## src/rtl/skeleton_pkg.sv

```systemverilog
// Shared types and constants for the skeleton clock/reset controller.
package skeleton_pkg;

    typedef enum logic [1:0] {
        HOLD   = 2'd0,
        RUN    = 2'd1,
        HALTED = 2'd2,
        STEP   = 2'd3
    } state_t;

    localparam logic [1:0] PH_IMEM = 2'd0;
    localparam logic [1:0] PH_REG  = 2'd1;
    localparam logic [1:0] PH_DMEM = 2'd2;
    localparam logic [1:0] PH_PROC = 2'd3;

endpackage

```

## src/rtl/skeleton_clk_ctrl_if.sv

```systemverilog
// Debug-control inputs and phase/reset outputs between the controller and the core.
interface skeleton_clk_ctrl_if #(
    parameter int unsigned CNT_W = 32
);
    logic             halt_req;
    logic             step_req;
    logic             core_reset;
    logic             imem_en;
    logic             regfile_en;
    logic             dmem_en;
    logic             processor_en;
    logic             halted;
    logic [CNT_W-1:0] cycle_count;

    // master: the controller; slave: whoever requests halt/step and consumes phases
    modport master (
        input  halt_req, step_req,
        output core_reset, imem_en, regfile_en, dmem_en, processor_en, halted, cycle_count
    );

    modport slave (
        output halt_req, step_req,
        input  core_reset, imem_en, regfile_en, dmem_en, processor_en, halted, cycle_count
    );
endinterface

```

## src/rtl/reset_sync.sv

```systemverilog
// Two-flop reset synchronizer: asserts asynchronously, releases on the second clock edge.
module reset_sync (
    input  logic clk,
    input  logic i_rst_n,
    output logic o_rst_n
);
    logic r_meta;
    logic r_sync;

    always_ff @(posedge clk or negedge i_rst_n) begin
        if (!i_rst_n) begin
            r_meta <= 1'b0;
            r_sync <= 1'b0;
        end else begin
            r_meta <= 1'b1;
            r_sync <= r_meta;
        end
    end

    assign o_rst_n = r_sync;
endmodule

```

## src/rtl/skeleton_clk_ctrl.sv

```systemverilog
// Stretched core reset, four one-hot phase enables per processor cycle, halt/step debug
// control and a processor-cycle counter for the MIPS skeleton.
module skeleton_clk_ctrl
    import skeleton_pkg::*;
#(
    parameter int unsigned RESET_HOLD = 4,
    parameter int unsigned CNT_W      = 32
) (
    input  logic                clock,
    input  logic                reset,
    skeleton_clk_ctrl_if.master bus
);
    logic             w_rst_n;
    state_t           r_state, w_state_nxt;
    logic [1:0]       r_phase, w_phase_nxt;
    logic [7:0]       r_hold_cnt, w_hold_nxt;
    logic [CNT_W-1:0] r_count, w_count_nxt;
    logic             r_core_reset, r_imem_en, r_reg_en, r_dmem_en, r_proc_en, r_halted;
    logic             w_active;

    reset_sync u_reset_sync (
        .clk     (clock),
        .i_rst_n (reset),
        .o_rst_n (w_rst_n)
    );

    // Outputs are registered from next-state so they switch cleanly on the edge.
    always_ff @(posedge clock or negedge w_rst_n) begin
        if (!w_rst_n) begin
            r_state      <= HOLD;
            r_phase      <= PH_IMEM;
            r_hold_cnt   <= '0;
            r_count      <= '0;
            r_core_reset <= 1'b1;
            r_imem_en    <= 1'b0;
            r_reg_en     <= 1'b0;
            r_dmem_en    <= 1'b0;
            r_proc_en    <= 1'b0;
            r_halted     <= 1'b0;
        end else begin
            r_state      <= w_state_nxt;
            r_phase      <= w_phase_nxt;
            r_hold_cnt   <= w_hold_nxt;
            r_count      <= w_count_nxt;
            r_core_reset <= (w_state_nxt == HOLD);
            r_imem_en    <= w_active && (w_phase_nxt == PH_IMEM);
            r_reg_en     <= w_active && (w_phase_nxt == PH_REG);
            r_dmem_en    <= w_active && (w_phase_nxt == PH_DMEM);
            r_proc_en    <= w_active && (w_phase_nxt == PH_PROC);
            r_halted     <= (w_state_nxt == HALTED);
        end
    end

    always_comb begin
        w_state_nxt = r_state;
        w_phase_nxt = r_phase;
        w_hold_nxt  = r_hold_cnt;
        w_count_nxt = r_count;
        case (r_state)
            HOLD: begin
                if (r_hold_cnt == 8'(RESET_HOLD - 1)) begin
                    w_state_nxt = RUN;
                    w_phase_nxt = PH_IMEM;
                    w_hold_nxt  = '0;
                end else begin
                    w_hold_nxt = r_hold_cnt + 8'd1;
                end
            end
            RUN, STEP: begin
                w_phase_nxt = r_phase + 2'd1;
                // Halt is only honoured at the end of a full processor cycle.
                if (r_phase == PH_PROC) begin
                    w_count_nxt = r_count + CNT_W'(1);
                    if ((r_state == STEP) || bus.halt_req) begin
                        w_state_nxt = HALTED;
                    end
                end
            end
            HALTED: begin
                w_phase_nxt = PH_IMEM;
                if (!bus.halt_req) begin
                    w_state_nxt = RUN;
                end else if (bus.step_req) begin
                    w_state_nxt = STEP;
                end
            end
            default: w_state_nxt = HOLD;
        endcase
        w_active = (w_state_nxt == RUN) || (w_state_nxt == STEP);
    end

    assign bus.core_reset   = r_core_reset;
    assign bus.imem_en      = r_imem_en;
    assign bus.regfile_en   = r_reg_en;
    assign bus.dmem_en      = r_dmem_en;
    assign bus.processor_en = r_proc_en;
    assign bus.halted       = r_halted;
    assign bus.cycle_count  = r_count;
endmodule

```

## src/flat_wrapper.sv

```systemverilog
// flat-port wrapper written by rule: the top's interface ports become plain ports
module skeleton_clk_ctrl_flat import skeleton_pkg::*;
#(
    parameter int unsigned RESET_HOLD = 4,
    parameter int unsigned CNT_W      = 32
)
  (clock, reset, bus_halt_req, bus_step_req, bus_core_reset, bus_imem_en, bus_regfile_en, bus_dmem_en, bus_processor_en, bus_halted, bus_cycle_count);
  skeleton_clk_ctrl_if #(.CNT_W(CNT_W)) bus_i ();
  input  logic clock;
  input  logic reset;
  input wire logic [$bits(bus_i.halt_req)-1:0] bus_halt_req;
  input wire logic [$bits(bus_i.step_req)-1:0] bus_step_req;
  output wire logic [$bits(bus_i.core_reset)-1:0] bus_core_reset;
  output wire logic [$bits(bus_i.imem_en)-1:0] bus_imem_en;
  output wire logic [$bits(bus_i.regfile_en)-1:0] bus_regfile_en;
  output wire logic [$bits(bus_i.dmem_en)-1:0] bus_dmem_en;
  output wire logic [$bits(bus_i.processor_en)-1:0] bus_processor_en;
  output wire logic [$bits(bus_i.halted)-1:0] bus_halted;
  output wire logic [$bits(bus_i.cycle_count)-1:0] bus_cycle_count;
  assign bus_i.halt_req = bus_halt_req;
  assign bus_i.step_req = bus_step_req;
  assign bus_core_reset = bus_i.core_reset;
  assign bus_imem_en = bus_i.imem_en;
  assign bus_regfile_en = bus_i.regfile_en;
  assign bus_dmem_en = bus_i.dmem_en;
  assign bus_processor_en = bus_i.processor_en;
  assign bus_halted = bus_i.halted;
  assign bus_cycle_count = bus_i.cycle_count;
  skeleton_clk_ctrl #(.RESET_HOLD(RESET_HOLD), .CNT_W(CNT_W)) u_core (.clock(clock), .reset(reset), .bus(bus_i));
endmodule
```

## config.mk

```make
export PLATFORM = sky130hd
export DESIGN_NAME = skeleton_clk_ctrl_flat
export DESIGN_NICKNAME = d
export VERILOG_FILES = /design/src/rtl/skeleton_pkg.sv /design/src/rtl/skeleton_clk_ctrl_if.sv /design/src/rtl/reset_sync.sv /design/src/rtl/skeleton_clk_ctrl.sv /design/src/flat_wrapper.sv
export SDC_FILE = /design/constraint.sdc
export NUM_CORES = 1
export LEC_CHECK = 0
export CORE_MARGIN = 2
export CORE_UTILIZATION = 56
export DETAILED_ROUTE_END_ITERATION = 8
export PLACE_DENSITY = 0.84
export SETUP_SLACK_MARGIN = 0.1
export SLEW_MARGIN = 25
export SYNTH_ARGS = -nofsm -noshare
export SYNTH_HDL_FRONTEND = slang
export SYNTH_SLANG_ARGS = --single-unit
```

## constraint.sdc

```tcl
create_clock -name clock -period 3.4 [get_ports clock]
set_clock_uncertainty 0.15 [all_clocks]
set_input_delay 0.51 -clock clock [delete_from_list [all_inputs] [get_ports clock]]
set_output_delay 0.51 -clock clock [all_outputs]
set_load 0.02 [all_outputs]
```

==> key figures <==
GRT
  • First-pass GRT wire length: 7220 um
  • Global route overflow: 0
  • GRT Util Overall: 0.207
  • Vias in the first global route: 1610
  • Largest net degree at the start of global routing: 32
  • Initial antenna violation count: 0

Worst setup path
  • Register-to-Register Setup Slack: 1270 ps
  • CP Launch Type: flip-flop
  • CP top delay family: simple AND/OR/NAND/NOR gates
  • Slowest-stage cell, CP: nor4_1
  • Reg2reg start: u_core.r_phase[0]
  • Worst Reg2Reg Path Length in Cells: 5
  • WP data arrival: 2220 ps
  • FF-to-FF End: u_core.bus.cycle_count[11]
  • Worst setup EP type: flip-flop
  • Required @ worst endpoint: 3490 ps
  • WP buf/inv: 0
  • Worst path max stage delay: 590 ps
  • Crit Path Category: reg -> reg
  • Worst-path cell chain: ha_1 > nand3_2 > nor4_1 > and3_2 > xor2_1
  • Crit-path max FO: 7

Routing
  • DRC violations left: 0
  • Detailed-route wire length per cell: 14.3 um
  • First-pass DRT Iterations: 4
  • Initial DRC count: 90
  • Routed Antenna Nets: 0
  • WL final: 4300 um
  • Via-per-instance ratio: 5.46
  • Vias: 1643

Yosys
  • Asr flop ratio synth: 1.00
  • Top_reg_cell synth: dfrtp_1
  • FF+latch count, synth: 52
  • Post-Synthesis Cells: 204
  • Yosys warnings: 0
  • EDFF count, synth: 0
  • Synth Area per Inst: 11.4 um^2
  • Netlist cell types: 36
  • Post-Syn Nets: 211
  • Mapped cell area: 2330 um^2
  • Seq/Total Area, Yosys: 0.559

STA
  • RSZ-0062 raised after global routing: false
  • Worst-Margin Slew: 806 ps
  • Ratio of final minimum period to clock period: 0.627
  • Hold slack: 54.7 ps
  • Final setup fails: 0
  • F_max: 0.469 GHz
  • Endpoints failing hold: 0
  • Slew HR: 0.458
  • Setup TNS: 0 ps
  • Pins over their slew limit: 0
  • Final worst setup slack: 1270 ps
  • Tmin final: 2130 ps

Floorplanning
  • Die span in x: 68.5 um
  • I/O pin cnt: 42
  • Chip Height: 68.5 um
  • Core Area: 4000 um^2
  • Site Rows: 23
  • Initial Utilization: 0.582
  • Total die area: 4690 um^2

Layout
  • Final Instance Area: 2920 um^2
  • Synthesis-to-layout area growth: 25.5%
  • Filler cell count: 303
  • Final non-filler cell total: 301
  • Multi-input gate area: 975 um^2
  • Ant diodes: 0
  • Share of cells above drive strength 1: 0.0956
  • Seq. cell area: 1300 um^2
  • Final #Nets: 257

Clock tree
  • Cts hold-fix bufs: 0
  • TritonCTS Sinks: 52
  • Worst skew pair latency: 300 ps
  • CTS resizes: 0
  • Max Root-Sink Buffers: 2
  • Setup bufs post-CTS: 0
  • Clock transition at path regs: 90 ps
  • CTS tree: done
  • TritonCTS buffer count: 5
  • Clk root buf: clkbuf_8
  • CTS H-tree lvls: 2

Outcome
  • Status: finished clean

Place
  • Place WS: 1300 ps
  • Placed instance area: 2800 um^2
  • Gp weighted congestion: 0.788
  • DPL Wire Length: 3130 um
  • Port Buffers: 41
  • Placed cells: 293

Power
  • Pleak: 1.26 nW
  • Pwr dens: 614 nW/um^2
  • Max IR drop VDD: 0.648 mV

Run
  • Number of max-cap violations: 0

Hold path
  • Worst Hold Class: reg -> async
## routing by layer
metal | part of all wire | global-route usage | vias to the layer above
li1 | - | - | 795
met2 | 0.53 | 0.357 | 40
met1 | 0.42 | 0.254 | 802
met3 | 0.043 | 0.0536 | 6
met4 | 0.011 | 0.0625 | 0
met5 | 0 | 0 | -
## cell usage after synthesis (4+ instances only)
master   number  area share
nor3_1        5       0.011
and3_1        5       0.013
and2_1        4       0.011
dfrtp_1      51        0.55
nand4_1      13       0.035
xor2_1        9       0.034
xnor2_1      27        0.10
nand3_1      18       0.039
inv_1         6      0.0097
nor2_1       10       0.016
nand2_1      16       0.026
## worst max path at each step
stage	from	to	slack, ps	cells after the start
after floorplan	u_core.r_phase[0]	u_core.bus.cycle_count[11]	1550	5
after global placement	u_core.r_phase[0]	u_core.bus.cycle_count[11]	1400	5
after detailed placement	u_core.r_phase[0]	u_core.bus.cycle_count[11]	1300	5
after CTS	u_core.r_phase[0]	u_core.bus.cycle_count[11]	1270	5
after global routing	u_core.r_phase[0]	u_core.bus.cycle_count[11]	1080	5
final	u_core.r_phase[0]	u_core.bus.cycle_count[11]	1270	5
## report_power, final
group,switching (mW),internal (mW),total [mW]
Combinational,0.261,0.252,0.513
Sequential,0.114,0.729,0.843
Clock,0.196,0.241,0.437
Total,0.571,1.22,1.79
## per-stage QoR
stage / util / power (mW)
global route: 0.731 / 1.91
floorplan: - / 1.19
finish: 0.731 / 1.79
CTS: 0.731 / 1.81
detailed placement: 0.700 / 1.37
global placement: 0.695 / 1.35
## cells in the final DEF (no fill, tap or decap), types with 3 or more instances in the layout
master           netlist  final
and2_1                 4      4
nor4_1                 3      3
nand3_1               18     18
nor2_1                10     10
nand4_1               13     13
inv_1                  6      6
xnor2_1               27     27
mux2_2                 3      3
and3_1                 5      5
xor2_1                 9      9
dfrtp_1               51     50
ha_1                   3      3
nand2b_1               3      3
nor3_1                 5      5
clkdlybuf4s50_1        0     41
nand2_1               16     16
clkbuf_8               0      6
## registers in the layout (all words and copies together) (netlist names), 2 cells and up
signal                  flops
u_core.r_phase              2
u_core.bus.cycle_count     32
u_core.r_hold_cnt           8
u_core.r_state              2
## logic make-up after synthesis
kind of cell / after synthesis / synth area share
xor+xnor: 36 / 0.135
flops: 52 / 0.559
mux: 3 / 0.0145
buf+inv: 10 / 0.0226
fa+ha+maj: 3 / 0.0161
other cells: 1 / 0.00161
compound gates: 10 / 0.0354
simple gates: 89 / 0.215
## cell type report
| type | count | area share |
|---|---|---|
| Inverter | 6 | 0.00771 |
| Timing Repair Buffer | 43 | 0.150 |
| Multi-Input combinational cell | 142 | 0.333 |
| Tap cell | 50 | 0.0214 |
| Clock buffer | 6 | 0.0283 |
| Clock inverter | 2 | 0.0133 |
| Sequential cell | 52 | 0.446 |
Note: power is estimated with default switching activity, not from simulation.
